`src/rtl/wash_pkg.sv`:
```
// Shared types and constants for the wash agitation controller and the stepper sequencer.
package wash_pkg;

    typedef enum logic [2:0] {
        ST_IDLE,
        ST_RUN,
        ST_DWELL,
        ST_PAUSED,
        ST_DONE
    } wash_state_t;

    localparam logic [3:0] COILS_OFF = 4'b0000;

    // Entry 0 is the least-significant nibble: A, DA, D, DC, C, CB, B, BA.
    localparam logic [7:0][3:0] STEP_TABLE = {
        4'b0011, 4'b0010, 4'b0110, 4'b0100,
        4'b1100, 4'b1000, 4'b1001, 4'b0001
    };

    function automatic logic [3:0] step_pattern(input logic [2:0] idx);
        return STEP_TABLE[idx];
    endfunction

endpackage

```
`src/rtl/wash_agitator_ctrl_stepper_seq.sv`:
```
// Unipolar 4-coil stepper sequencer: step index, full/half increment, registered coil drive.
module stepper_seq
    import wash_pkg::*;
(
    input  logic       CLK,
    input  logic       Reset,
    input  logic       seg_start,
    input  logic       tick,
    input  logic       drive,
    input  logic       reverse,
    input  logic       half_step,
    output logic [3:0] coils
);

    logic [2:0] idx_q;
    logic [2:0] idx_d;
    logic [2:0] inc;
    logic       half_q;

    // Step size is latched per segment so mid-segment HalfStep changes wait for the next start.
    always_comb begin
        inc   = half_q ? 3'd1 : 3'd2;
        idx_d = idx_q;
        if (seg_start) begin
            idx_d = 3'd0;
        end else if (tick) begin
            idx_d = reverse ? (idx_q - inc) : (idx_q + inc);
        end
    end

    always_ff @(posedge CLK) begin
        if (Reset) begin
            idx_q  <= 3'd0;
            half_q <= 1'b0;
            coils  <= COILS_OFF;
        end else begin
            idx_q <= idx_d;
            if (seg_start) begin
                half_q <= half_step;
            end
            coils <= drive ? step_pattern(idx_d) : COILS_OFF;
        end
    end

endmodule

```
`src/rtl/wash_agitator_ctrl.sv`:
```
// Wash-phase agitation controller: alternating-direction stepper segments separated by coil-off dwells.
//   state  | meaning
//   IDLE   | waiting for a Start rising edge, coils off
//   RUN    | driving the stepper for the current segment
//   DWELL  | coils off between segments
//   PAUSED | counters and coils frozen; saved_q holds RUN or DWELL
//   DONE   | phase complete, Done held until Start drops
module wash_agitator_ctrl
    import wash_pkg::*;
#(
    parameter int NUM_SEG   = 6,
    parameter int SEG_LEN   = 100,
    parameter int DWELL_LEN = 4,
    parameter int STEP_DIV  = 1,
    parameter int CNT_W     = 16,
    localparam int SEG_W    = $clog2(NUM_SEG) + 1
) (
    input  logic             CLK,
    input  logic             Reset,
    input  logic             Start,
    input  logic             Pause,
    input  logic             HalfStep,
    output logic [3:0]       Coils,
    output logic             Reverse,
    output logic             Busy,
    output logic             Done,
    output logic [SEG_W-1:0] SegIdx
);

    localparam logic [CNT_W-1:0] SEG_LAST   = CNT_W'(SEG_LEN - 1);
    localparam logic [CNT_W-1:0] DIV_LAST   = CNT_W'(STEP_DIV - 1);
    localparam logic [CNT_W-1:0] DWELL_LAST = CNT_W'((DWELL_LEN > 0) ? (DWELL_LEN - 1) : 0);
    localparam logic [SEG_W-1:0] SEG_FINAL  = SEG_W'(NUM_SEG - 1);

    wash_state_t      state_q, state_d;
    wash_state_t      saved_q, saved_d;
    wash_state_t      eff;
    logic [CNT_W-1:0] seg_cnt_q, seg_cnt_d;
    logic [CNT_W-1:0] dwell_cnt_q, dwell_cnt_d;
    logic [CNT_W-1:0] div_cnt_q, div_cnt_d;
    logic [SEG_W-1:0] seg_idx_d;
    logic             rev_d;
    logic             start_low_q;
    logic             load_seg;
    logic             tick;
    logic             drive;

    // A PAUSED cycle with Pause low behaves exactly like the saved state, so each pause cycle costs one cycle.
    always_comb begin
        state_d     = state_q;
        saved_d     = saved_q;
        seg_cnt_d   = seg_cnt_q;
        dwell_cnt_d = dwell_cnt_q;
        div_cnt_d   = div_cnt_q;
        seg_idx_d   = SegIdx;
        rev_d       = Reverse;
        load_seg    = 1'b0;
        tick        = 1'b0;
        eff         = (state_q == ST_PAUSED) ? saved_q : state_q;

        unique case (state_q)
            ST_IDLE: begin
                if (start_low_q && Start) begin
                    load_seg  = 1'b1;
                    seg_idx_d = '0;
                    rev_d     = 1'b0;
                end
            end
            ST_RUN, ST_DWELL, ST_PAUSED: begin
                if (!Start) begin
                    state_d     = ST_IDLE;
                    seg_idx_d   = '0;
                    rev_d       = 1'b0;
                    seg_cnt_d   = '0;
                    dwell_cnt_d = '0;
                    div_cnt_d   = '0;
                end else if (Pause) begin
                    state_d = ST_PAUSED;
                    saved_d = eff;
                end else if (eff == ST_RUN) begin
                    state_d = ST_RUN;
                    if (seg_cnt_q == '0) begin
                        if (SegIdx == SEG_FINAL) begin
                            state_d = ST_DONE;
                        end else if (DWELL_LEN > 0) begin
                            state_d     = ST_DWELL;
                            dwell_cnt_d = DWELL_LAST;
                        end else begin
                            load_seg  = 1'b1;
                            seg_idx_d = SegIdx + 1'b1;
                            rev_d     = ~Reverse;
                        end
                    end else begin
                        seg_cnt_d = seg_cnt_q - 1'b1;
                        if (div_cnt_q == '0) begin
                            tick      = 1'b1;
                            div_cnt_d = DIV_LAST;
                        end else begin
                            div_cnt_d = div_cnt_q - 1'b1;
                        end
                    end
                end else begin
                    state_d = ST_DWELL;
                    if (dwell_cnt_q == '0) begin
                        load_seg  = 1'b1;
                        seg_idx_d = SegIdx + 1'b1;
                        rev_d     = ~Reverse;
                    end else begin
                        dwell_cnt_d = dwell_cnt_q - 1'b1;
                    end
                end
            end
            ST_DONE: begin
                if (!Start) begin
                    state_d   = ST_IDLE;
                    seg_idx_d = '0;
                    rev_d     = 1'b0;
                end
            end
            default: state_d = ST_IDLE;
        endcase

        if (load_seg) begin
            state_d   = ST_RUN;
            seg_cnt_d = SEG_LAST;
            div_cnt_d = DIV_LAST;
        end

        drive = (state_d == ST_RUN) || ((state_d == ST_PAUSED) && (saved_d == ST_RUN));
    end

    always_ff @(posedge CLK) begin
        if (Reset) begin
            state_q     <= ST_IDLE;
            saved_q     <= ST_IDLE;
            seg_cnt_q   <= '0;
            dwell_cnt_q <= '0;
            div_cnt_q   <= '0;
            SegIdx      <= '0;
            Reverse     <= 1'b0;
            Busy        <= 1'b0;
            Done        <= 1'b0;
            start_low_q <= 1'b0;
        end else begin
            state_q     <= state_d;
            saved_q     <= saved_d;
            seg_cnt_q   <= seg_cnt_d;
            dwell_cnt_q <= dwell_cnt_d;
            div_cnt_q   <= div_cnt_d;
            SegIdx      <= seg_idx_d;
            Reverse     <= rev_d;
            Busy        <= (state_d == ST_RUN) || (state_d == ST_DWELL) || (state_d == ST_PAUSED);
            Done        <= (state_d == ST_DONE);
            // Cleared by reset, so Start held high through reset needs a low sample before it relaunches.
            start_low_q <= ~Start;
        end
    end

    stepper_seq u_stepper (
        .CLK       (CLK),
        .Reset     (Reset),
        .seg_start (load_seg),
        .tick      (tick),
        .drive     (drive),
        .reverse   (Reverse),
        .half_step (HalfStep),
        .coils     (Coils)
    );

endmodule

```
`config.mk`:
```
export PLATFORM = sky130hd
export DESIGN_NAME = wash_agitator_ctrl
export DESIGN_NICKNAME = d
export VERILOG_FILES = /design/src/rtl/wash_pkg.sv /design/src/rtl/wash_agitator_ctrl_stepper_seq.sv /design/src/rtl/wash_agitator_ctrl.sv
export SDC_FILE = /design/constraint.sdc
export NUM_CORES = 1
export LEC_CHECK = 0
export ABC_AREA = 1
export CAP_MARGIN = 25
export CORE_MARGIN = 1.5
export CORE_UTILIZATION = 60
export DETAILED_ROUTE_END_ITERATION = 7
export PLACE_DENSITY_LB_ADDON = 0.12
export SETUP_SLACK_MARGIN = 0.1
export SYNTH_ARGS = -nofsm -noshare
export SYNTH_HDL_FRONTEND = slang
export SYNTH_SLANG_ARGS = --single-unit
```
`constraint.sdc`:
```
create_clock -name CLK -period 4.75 [get_ports CLK]
set_input_delay 1.1875 -clock CLK [delete_from_list [all_inputs] [get_ports CLK]]
set_output_delay 1.1875 -clock CLK [all_outputs]
set_load 0.01 [all_outputs]
```
==> flow_summary.json <==
{
  "status": "completed",
  "p_int_mw": 1.02,
  "crit_type": "in2reg",
  "max_slew_margin_pct": 66.6,
  "gp_congestion": 0.876,
  "worst_slew_pin_slew_ns": 0.500,
  "cp.arrival_ns": 3.38,
  "vdd_drop_max_mv": 0.243,
  "grt.overflow.total": 0,
  "synth.cell_area_sq_um": 3730,
  "hold_path_depth": 2,
  "clk_path_buf_depth": 2,
  "fillers": 509,
  "grt.total_usage_pct": 25.2,
  "num_vias": 3259,
  "synth_cells": 519,
  "remaining_drc_errors": 0,
  "layout_commonest_cell": "nor2_1",
  "total_power_mw": 1.57,
  "dpl_cell_area_sq_um": 3910,
  "grt_first_pass_wirelength_microns": 12900,
  "drt_iter0_drc": 172,
  "drv_cap": 0,
  "grt_pass1_vias": 3073,
  "slowest_stage": "clkdlybuf4s50_1",
  "yosys.area.top_type": "dfxtp_1",
  "hpwlAfterDp_microns": 5500,
  "slew_violations": 0,
  "cts_tree": "built",
  "dieArea_sq_um": 6690,
  "pin_count": 16,
  "fin_skew_ns": 0.00665,
  "synth_edf_count": 0,
  "seqCellArea_sq_um": 1400,
  "power_frac_seq_pct": 42.5,
  "pwr-share-comb_pct": 29.7,
  "drt_wl_total_microns": 7580,
  "ant_nets": 0,
  "r2r_cells": 13,
  "hold_violations": 0,
  "cts.sinks": 70,
  "synthTopCellsByArea": "dfxtp_1 38%, nor2_1 9.5%, nand2_1 7.7%",
  "path_cells": "clkdlybuf4s50_1 > clkinv_1 > nor4_1 > nor2_4 > inv_4 > nor2_8 > nand2_4 > nor3b_1",
  "power_switching_mw": 0.551,
  "yosys.area.top_type_share_pct": 37.6,
  "p_per_area_nw_per_um2": 386,
  "rows": 28,
  "hp-class": "reg2reg",
  "cp-end-kind": "register",
  "antenna_found_initial": 0,
  "final_cell_mix": "94 x nor2_1, 76 x nand2_1, 70 x dfxtp_1",
  "post_cts_resized": 0,
  "initial_core_util_pct": 62.6,
  "crit_path_max_fanout": 16,
  "die-width_microns": 81.8,
  "firstDrtPassIters": 4,
  "syn_nets": 531,
  "wl_per_cell_microns": 12.3,
  "clockRootBuffer": "clkbuf_8",
  "grt_max_degree": 19,
  "yosysUniqueCellTypes": 42,
  "num_antenna_cells": 0,
  "cts_setup_buffers": 0,
  "nNetsFinal": 549,
  "clock.fmax_ghz": 0.318,
  "seq_area_frac_synth_pct": 37.6,
  "synthToLayoutAreaGrowth_pct": 9.47,
  "multi_input_area_sq_um": 1990,
  "min_period_ns": 3.15,
  "final_area_sq_um": 4080,
  "synth_top_flop_cell": "dfxtp_1",
  "yosysWarnings": 0,
  "synth_area_per_cell_sq_um": 7.18,
  "grt_setup_unrepaired": "no",
  "synthArstFlopShare_pct": 0,
  "cts_hold_buffers": 0,
  "drive_gt1_share_pct": 10.4,
  "crit_path_start_kind": "input pin",
  "critical_path.max_stage_delay_ns": 0.75,
  "place.port_buffers": 15,
  "cts_max_level": 3,
  "p_leak_nw": 1.73,
  "setup_viol": 0,
  "path_clk_slew_ns": 0.07,
  "numCtsBuffers": 9,
  "fin_setup_tns_ns": 0,
  "power.share.switching_pct": 35.0,
  "viasPerCell": 5.30,
  "worstPathRequired_ns": 4.99,
  "min_period_over_period_pct": 66.2,
  "clockPowerShare_pct": 27.8,
  "coreArea_sq_um": 5960,
  "dieHeight_microns": 81.8,
  "insertion_delay_ns": 0.35,
  "ys_ff_latch": 70
}
registers in the layout, summed over array words and instances, names as in the netlist, 3 cells and up:
signal,flops
div_cnt_q,16
dwell_cnt_q,16
seg_cnt_q,16
SegIdx,4
u_stepper.coils,4
saved_q,3
state_q,3
u_stepper.idx_q,3
final cells by class:
type | instances | share of cell area (%)
flip-flops and latches | 70 | 34.4
clock buffers | 13 | 4.14
clock inverters | 1 | 0.123
inverters | 68 | 6.38
multi-input cells | 372 | 48.8
repair buffers | 16 | 3.87
well taps | 75 | 2.30
synthesized netlist by cell type, types with 3 or more instances:
cell type   n
a21oi_1    34
nand3_1    29
nor3_1     10
nand2_1    76
a31oi_1     7
dfxtp_1    70
nor3b_1     6
nor2_1     94
nor2_2     11
ha_1        6
nor4_1      5
buf_6       4
inv_2       3
nand4_1    15
inv_1      60
xnor2_1     8
xor2_1     11
o21ai_0    22
nand2_2     8
clkinv_1    3
nand3_2     4
power groups by stage:
| stage | registers [mW] | clock network (mW) | logic (mW) |
|---|---|---|---|
| 2_1_floorplan | 0.675 | 0 | 0.369 |
| 3_3_place_gp | 0.679 | 0 | 0.450 |
| 3_5_place_dp | 0.681 | 0 | 0.461 |
| 4_1_cts | 0.668 | 0.447 | 0.466 |
| 5_1_grt | 0.674 | 0.463 | 0.534 |
| 6_report | 0.668 | 0.437 | 0.468 |
through the flow:
stage | util, % | worst slack, ns | instances | hold slack (ns)
6_report | 68.5 | 1.60 | 615 | 0.469
5_1_grt | 68.5 | 1.40 | 615 | 0.487
4_1_cts | 68.5 | 1.65 | 615 | 0.471
3_5_place_dp | 65.6 | 1.27 | 601 | 0.462
3_3_place_gp | 65.6 | 1.33 | 601 | 0.448
2_1_floorplan | - | 2.40 | 519 | 0.437
critical path, delay by kind of cell:
kind	cells	cell delay (ns)
and+or+nand+nor	5	0.95
buffers and inverters	3	1.22
logic make-up (layout without fill, tap and decap cells):
logic type / Yosys count / in the layout / share of synthesized area [%]
simple gates: 277 / 277 / 36.5
buf+inv: 77 / 98 / 8.93
flops: 70 / 70 / 37.6
compound gates: 69 / 69 / 9.94
xor+xnor: 19 / 19 / 4.47
fa+ha+maj: 7 / 7 / 2.55
layer usage:
| layer | vias up | share of wire (%) | wire, microns | GRT usage, % |
|---|---|---|---|---|
| met5 | - | 0 | 0 | 0 |
| met1 | 1487 | 47 | 3580 | 29.9 |
| li1 | 1711 | - | - | - |
| met3 | 14 | 3.4 | 261 | 6.33 |
| met2 | 47 | 47 | 3600 | 43.4 |
| met4 | 0 | 1.8 | 138 | 9.83 |
path summary, 6_finish.rpt:
check / startpoint / to / slack, ns
max: Start / div_cnt_q[7] / 1.60
min: div_cnt_q[0] / div_cnt_q[0] / 0.47
max reg2reg: dwell_cnt_q[0] / div_cnt_q[7] / 2.63
min reg2reg: div_cnt_q[0] / div_cnt_q[0] / 0.47
Note: power is estimated with default switching activity, not from simulation.
